File: src/rtl/mux_rr_arbiter_pkg.sv
// Shared types and helpers for the round-robin arbiter in front of the 4:1 byte multiplexer.
// Package name is kept short because every arbiter file imports it.
package mux_arb_pkg;

    localparam int N_REQ = 4;
    localparam int SEL_W = 2;

    typedef enum logic {
        ST_IDLE = 1'b0,
        ST_BUSY = 1'b1
    } arb_state_e;

    function automatic logic [N_REQ-1:0] idx2onehot(input logic [SEL_W-1:0] idx);
        logic [N_REQ-1:0] oh;
        oh      = '0;
        oh[idx] = 1'b1;
        return oh;
    endfunction

endpackage

File: src/rtl/mux_rr_arbiter_if.sv
// Request/grant bundle between the requesters and the arbiter, plus the mux controls it drives.
// Handshake: a requester holds req[i] high for as long as it wants the channel; it owns the
// channel on every cycle where gnt[i] is high, and dropping req[i] releases it at the next edge.
interface mux_rr_arbiter_if
    import mux_arb_pkg::*;
();
    logic [N_REQ-1:0] req;
    logic [N_REQ-1:0] gnt;
    logic [SEL_W-1:0] sel;
    logic             en;
    logic             owner_chg;

    modport master (
        input  req,
        output gnt,
        output sel,
        output en,
        output owner_chg
    );

    modport slave (
        output req,
        input  gnt,
        input  sel,
        input  en,
        input  owner_chg
    );
endinterface

File: src/rtl/mux_rr_arbiter_rr_pick.sv
// Combinational round-robin search: first set request at or after ptr, modulo N_REQ,
// optionally ignoring one index (the current owner).
module rr_pick
    import mux_arb_pkg::*;
(
    input  logic [N_REQ-1:0] req,
    input  logic [SEL_W-1:0] ptr,
    input  logic             excl_en,
    input  logic [SEL_W-1:0] excl_idx,
    output logic [SEL_W-1:0] idx,
    output logic             found
);

    logic [N_REQ-1:0] masked;
    logic [SEL_W-1:0] cand;

    always_comb begin
        masked = req;
        if (excl_en) begin
            masked = req & ~idx2onehot(excl_idx);
        end
        idx   = '0;
        found = 1'b0;
        cand  = '0;
        // Walk from the farthest offset down so the nearest hit is written last and wins.
        for (int k = N_REQ - 1; k >= 0; k--) begin
            cand = ptr + SEL_W'(k);
            if (masked[cand]) begin
                idx   = cand;
                found = 1'b1;
            end
        end
    end

endmodule

File: src/rtl/mux_rr_arbiter.sv
// Round-robin arbiter sharing a 4-input byte multiplexer; drives sel/en from registered state.
// An owner keeps the channel while requesting, but yields after MAX_HOLD cycles if others wait.
module mux_rr_arbiter
    import mux_arb_pkg::*;
#(
    parameter int MAX_HOLD = 8,
    parameter int CNT_W    = 4
) (
    input  logic                clk,
    input  logic                rst_n,
    mux_rr_arbiter_if.master    bus,
    output arb_state_e          state_dbg
);

    localparam logic [CNT_W-1:0] HOLD_MAX = CNT_W'(MAX_HOLD);

    arb_state_e       state_q;
    logic [SEL_W-1:0] ptr_q;
    logic [CNT_W-1:0] hold_q;
    logic [N_REQ-1:0] gnt_q;
    logic [SEL_W-1:0] sel_q;
    logic             en_q;
    logic             owner_chg_q;

    logic [SEL_W-1:0] pick_ptr;
    logic [SEL_W-1:0] pick_idx;
    logic             pick_found;
    logic             busy;
    logic             owner_req;
    logic             hand_over;

    assign busy      = (state_q == ST_BUSY);
    assign owner_req = bus.req[sel_q];

    // While busy the search starts just past the owner and skips it, so pick_found
    // means "someone else is waiting" and pick_idx is the successor in rotation order.
    assign pick_ptr  = busy ? (sel_q + SEL_W'(1)) : ptr_q;
    assign hand_over = busy && (!owner_req || ((hold_q == HOLD_MAX) && pick_found));

    rr_pick u_pick (
        .req      (bus.req),
        .ptr      (pick_ptr),
        .excl_en  (busy),
        .excl_idx (sel_q),
        .idx      (pick_idx),
        .found    (pick_found)
    );

    always_ff @(posedge clk or negedge rst_n) begin
        if (!rst_n) begin
            state_q     <= ST_IDLE;
            ptr_q       <= '0;
            hold_q      <= '0;
            gnt_q       <= '0;
            sel_q       <= '0;
            en_q        <= 1'b0;
            owner_chg_q <= 1'b0;
        end else begin
            case (state_q)
                ST_IDLE: begin
                    if (pick_found) begin
                        state_q     <= ST_BUSY;
                        gnt_q       <= idx2onehot(pick_idx);
                        sel_q       <= pick_idx;
                        en_q        <= 1'b1;
                        owner_chg_q <= 1'b1;
                        hold_q      <= CNT_W'(1);
                    end else begin
                        owner_chg_q <= 1'b0;
                    end
                end
                ST_BUSY: begin
                    if (hand_over) begin
                        ptr_q <= sel_q + SEL_W'(1);
                        if (pick_found) begin
                            gnt_q       <= idx2onehot(pick_idx);
                            sel_q       <= pick_idx;
                            en_q        <= 1'b1;
                            owner_chg_q <= 1'b1;
                            hold_q      <= CNT_W'(1);
                        end else begin
                            // sel keeps its last value so the mux input does not glitch while idle.
                            state_q     <= ST_IDLE;
                            gnt_q       <= '0;
                            en_q        <= 1'b0;
                            owner_chg_q <= 1'b0;
                            hold_q      <= '0;
                        end
                    end else begin
                        owner_chg_q <= 1'b0;
                        if (hold_q < HOLD_MAX) begin
                            hold_q <= hold_q + CNT_W'(1);
                        end
                    end
                end
                default: begin
                    state_q <= ST_IDLE;
                end
            endcase
        end
    end

    assign bus.gnt       = gnt_q;
    assign bus.sel       = sel_q;
    assign bus.en        = en_q;
    assign bus.owner_chg = owner_chg_q;
    assign state_dbg     = state_q;

endmodule
File: src/flat_wrapper.sv
// flat-port wrapper written by rule: the top's interface ports become plain ports
module mux_rr_arbiter_flat import mux_arb_pkg::*;
#(
    parameter int MAX_HOLD = 8,
    parameter int CNT_W    = 4
)
  (clk, rst_n, state_dbg, bus_req, bus_gnt, bus_sel, bus_en, bus_owner_chg);
  mux_rr_arbiter_if bus_i ();
  input  logic clk;
  input  logic rst_n;
  output arb_state_e state_dbg;
  input wire logic [$bits(bus_i.req)-1:0] bus_req;
  output wire logic [$bits(bus_i.gnt)-1:0] bus_gnt;
  output wire logic [$bits(bus_i.sel)-1:0] bus_sel;
  output wire logic [$bits(bus_i.en)-1:0] bus_en;
  output wire logic [$bits(bus_i.owner_chg)-1:0] bus_owner_chg;
  assign bus_i.req = bus_req;
  assign bus_gnt = bus_i.gnt;
  assign bus_sel = bus_i.sel;
  assign bus_en = bus_i.en;
  assign bus_owner_chg = bus_i.owner_chg;
  mux_rr_arbiter #(.MAX_HOLD(MAX_HOLD), .CNT_W(CNT_W)) u_core (.clk(clk), .rst_n(rst_n), .bus(bus_i), .state_dbg(state_dbg));
endmodule
File: config.mk
export PLATFORM = sky130hd
export DESIGN_NAME = mux_rr_arbiter_flat
export DESIGN_NICKNAME = d
export VERILOG_FILES = /design/src/rtl/mux_rr_arbiter_pkg.sv /design/src/rtl/mux_rr_arbiter_if.sv /design/src/rtl/mux_rr_arbiter_rr_pick.sv /design/src/rtl/mux_rr_arbiter.sv /design/src/flat_wrapper.sv
export SDC_FILE = /design/constraint.sdc
export NUM_CORES = 1
export LEC_CHECK = 0
export CORE_AREA = 2 2 56 58
export CTS_CLUSTER_SIZE = 8
export DETAILED_ROUTE_END_ITERATION = 8
export DIE_AREA = 0 0 58 60
export PLACE_DENSITY = 0.66
export SYNTH_ARGS = -nofsm -noshare
export SYNTH_HDL_FRONTEND = slang
export SYNTH_SLANG_ARGS = --single-unit
export TNS_END_PERCENT = 20
File: constraint.sdc
create_clock -name clk -period 2.5 [get_ports clk]
set_input_delay 0.75 -clock clk [delete_from_list [all_inputs] [get_ports clk]]
set_output_delay 0.75 -clock clk [all_outputs]
set_load 0.01 [all_outputs]
==> results of run 1 <==
==> cell usage after synthesis <==
cell and n:
dfrtp_1 15, clkbuf_1 1, or3_1 1, o21ai_0 4
ha_1 6, a211o_1 1, nand2_1 7, a21o_1 1
a21oi_2 1, o22a_1 1, a21boi_2 1, a22o_1 2
nor2_1 5, o311ai_1 1, buf_6 1, nand3_1 5
mux2i_1 2, mux4_2 1, or2_4 1, mux2_2 3
o21a_1 1, o31a_1 1, o31ai_1 1, a21boi_0 3
nand3_2 1, o21bai_1 2, nand4_1 3, nand2b_1 3
a22oi_1 1, nor2b_1 2, nand3b_1 1, o221ai_1 1
inv_1 6, and2_1 2, buf_2 1, a21bo_2 1
a31oi_1 1, a21oi_1 1, xor2_1 1, nor3_1 1
or2_0 1, o2bb2ai_1 3
==> stage by stage <==
| step | hold WS, ns | setup TNS [ns] | power [mW] |
|---|---|---|---|
| floorplan | 0.4544 | 0 | 1.031 |
| global placement | 0.4851 | -0.02238 | 1.370 |
| detailed placement | 0.4765 | -0.2250 | 1.394 |
| CTS | 0.5010 | 0 | 1.545 |
| global route | 0.5343 | 0 | 1.686 |
| finish | 0.5014 | 0 | 1.537 |
==> area by class of cell <==
cell class,instances,area [µm²],area share
timing repair buffer,29,252.7,0.1986
clock buffer,3,22.52,0.01770
tap,33,41.29,0.03245
inverter,6,22.52,0.01770
sequential,15,375.4,0.2950
clock inverter,1,5.005,0.003933
multi-input combinational,74,553.0,0.4346
==> routing by layer <==
layer / wire (µm) / part of all wire / vias up
met1: 1086 / 0.48 / 416
met3: 79 / 0.035 / 2
li1: - / - / 419
met2: 1079 / 0.47 / 17
met5: 0 / 0 / -
met4: 27 / 0.012 / 0
==> power breakdown <==
group / internal (mW) / switching [mW] / leakage [nW] / total [mW]
Clock: 0.0594 / 0.0866 / 0.0177 / 0.146
Combinational: 0.486 / 0.447 / 0.382 / 0.933
Sequential: 0.347 / 0.111 / 0.182 / 0.458
==> kinds of logic after synthesis <==
| family | synth area share |
|---|---|
| and+or+nand+nor | 0.1817 |
| AOI/OAI and AO/OA | 0.2230 |
| DFF | 0.3866 |
| buffers and inverters | 0.04380 |
| muxes | 0.07860 |
| adders and majority gates | 0.07732 |
| xor gates and xnor gates | 0.009022 |
==> state kept, by name, summed over array words and instances (netlist names) <==
signal and flops:
u_core.bus.gnt 4, u_core.ptr_q 2, u_core.hold_q 4, u_core.bus.sel 2
u_core.bus.en 1, u_core.bus.owner_chg 1, u_core.state_dbg 1
==> layout by cell type (no fill, tap or decap), drive strengths merged <==
master          n
buf            15
dfrtp          15
clkdlybuf4s50  14
nand2           7
inv             6
ha              6
nand3           6
nor2            5
o21ai           4
a21boi          4
nand2b          3
mux2            3
o2bb2ai         3
nand4           3
clkbuf          3
o21bai          2
nor2b           2
and2            2
a22o            2
mux2i           2
or2             2
a21oi           2
mux4            1
nand3b          1
or3             1
a21bo           1
o21a            1
o22a            1
o311ai          1
o31a            1
o31ai           1
a31oi           1
a22oi           1
nor3            1
a211o           1
xor2            1
a21o            1
o221ai          1
clkinv          1
==> final timing paths <==
check,start,end,cells after the start
max,u_core.state_dbg,state_dbg,1
min,u_core.bus.gnt[1],u_core.bus.gnt[1],1
max reg2reg,u_core.bus.sel[0],u_core.bus.gnt[3],7
min reg2reg,u_core.bus.gnt[1],u_core.bus.gnt[1],1
max in group asynchronous,rst_n,u_core.ptr_q[1],1
min in group asynchronous,rst_n,u_core.bus.en,1
==> flow_summary_export.csv, run 1 <==
group,metric,value,unit
cells_and_area,fin_area,1272,µm²
power_and_ir_drop,power_density,1208,nW/µm²
cells_and_area,area_delta_synth_final,31.06,%
timing,hold_viol_final,0,
synth,syn_inst,98,
die,core-area,2903,µm²
drt,post_drt_wl_per_cell,14.11,µm
cts,cts_made_buffers,3,
cts,h-tree-depth,1,
timing,finalSetupViolCount,0,
timing,tightest_slew,0.6864,ns
synth,synth_nets,110,
cts,clkTransAtPathRegs,0.10,ns
global_route,grtUsageMet2,0.2370,
setup_path,startpoint_type,"flip-flop",
synth,synth_area_leaders,"dfrtp_1, ha_1, mux2_2",
setup_path,critPathCaptureType,"output pin",
cells_and_area,fin_cells,161,
global_route,top_usage_layer,"met2",
cts,clock-root-buffer,"clkbuf_4",
placed_design,dp.final_hpwl,1.715,mm
setup_path,critical_path_required,1.75,ns
drt,wl,2.272,mm
synth,yosys_warnings,0,
global_route,grt_max_degree,16,
global_route,grt_usage,0.1544,
worst_hold_path,min_path_type,"flip-flop to flip-flop",
timing,fmax,0.4297,GHz
cells_and_area,drive_gt1_frac,0.2188,
timing,finalCriticalPeriod,2.327,ns
power_and_ir_drop,vdd_drop_max,593.8,µV
cts,cts_sinks,15,
setup_path,crit_chain,"clkdlybuf4s50_1",
status,status,"finished clean",
timing,relSlewSlack,0.5409,
drt,first_pass_iters,4,
die,rows,20,
power_and_ir_drop,p_leak,0.5812,nW
setup_path,path_class,"flip-flop to output pin",
cts,insertion_delay,0.29,ns
timing,rsz0062_at_grt,"false",
synth,ys_types,42,
timing,layout_setup_ws,0.1729,ns
die,start_util,0.3345,
placed_design,pre_cts_slack,-0.1049,ns
cts,cts_hold_buf,0,
setup_path,crit_slowest_cell,"dfrtp_1",
drt,postRouteAntennaNets,0,
setup_path,path_max_fanout,15,
setup_path,crit_arrival,1.58,ns
cells_and_area,antenna_cells,0,
global_route,overflow,0,
setup_path,crit_buf_inv,1,
timing,fin_crit_sh,0.9308,
drt,vias,854,
global_route,grt_pass1_vias,873,
placed_design,gp_congestion,0.7413,
setup_path,crit_family,"flip-flops",
global_route,grt_pass1_wl,4.098,mm
die,die_h,60,µm
synth,ys_seq_area_frac,0.3866,
synth,synth_area_per_cell,9.907,µm²
drt,via_per_inst,5.304,
setup_path,crit_path_max_incr_delay,0.66,ns
cells_and_area,fill_cells,291,
cells_and_area,utilization,0.4384,
cts,clock_path_buffers,2,
global_route,antenna_found_initial,0,
placed_design,portBuffers,14,
die,dieArea,3480,µm²
cells_and_area,fin_nets,141,
die,die_w,58,µm
global_route,use_met1,0.2173,
synth,yosysTopAreaCell,"dfrtp_1",
drt,drc,0,
synth,synthesis.area,970.9,µm²
drt,drt_iter0_markers,7,
setup_path,r2r_slack,0.38,ns
cts,postCtsSetupBuffers,0,
timing,skew,0.003552,ns
cts,cts_resized,0,
synth,ys_ff_latch,15,
synth,synth_top_area_frac,0.3866,
placed_design,place_area,1245,µm²
die,ioPinCount,15,
cts,cts_tree,"built",
global_route,grt_use_met3,0.01299,
timing,slew_violations,0,
placed_design,dp_cells,157,
job,cap_viol_max_count,0,
No activity file was read; power rests on OpenSTA's default activity.
==> run 2: changes to the inputs <==
--- a/config.mk
+++ b/config.mk
@@ -9,6 +9,7 @@
 export CTS_CLUSTER_SIZE = 8
 export DETAILED_ROUTE_END_ITERATION = 8
 export DIE_AREA = 0 0 58 60
+export MAX_ROUTING_LAYER = met4
 export PLACE_DENSITY = 0.66
 export SYNTH_ARGS = -nofsm -noshare
 export SYNTH_HDL_FRONTEND = slang
==> results of run 2 <==
The final DEF is identical to that of run 1; final timing and power are the same.
Among the figures that moved: final weighted congestion in routability-driven placement 0.7413 -> 0.7505; overall routing resource usage 0.1544 -> 0.1590
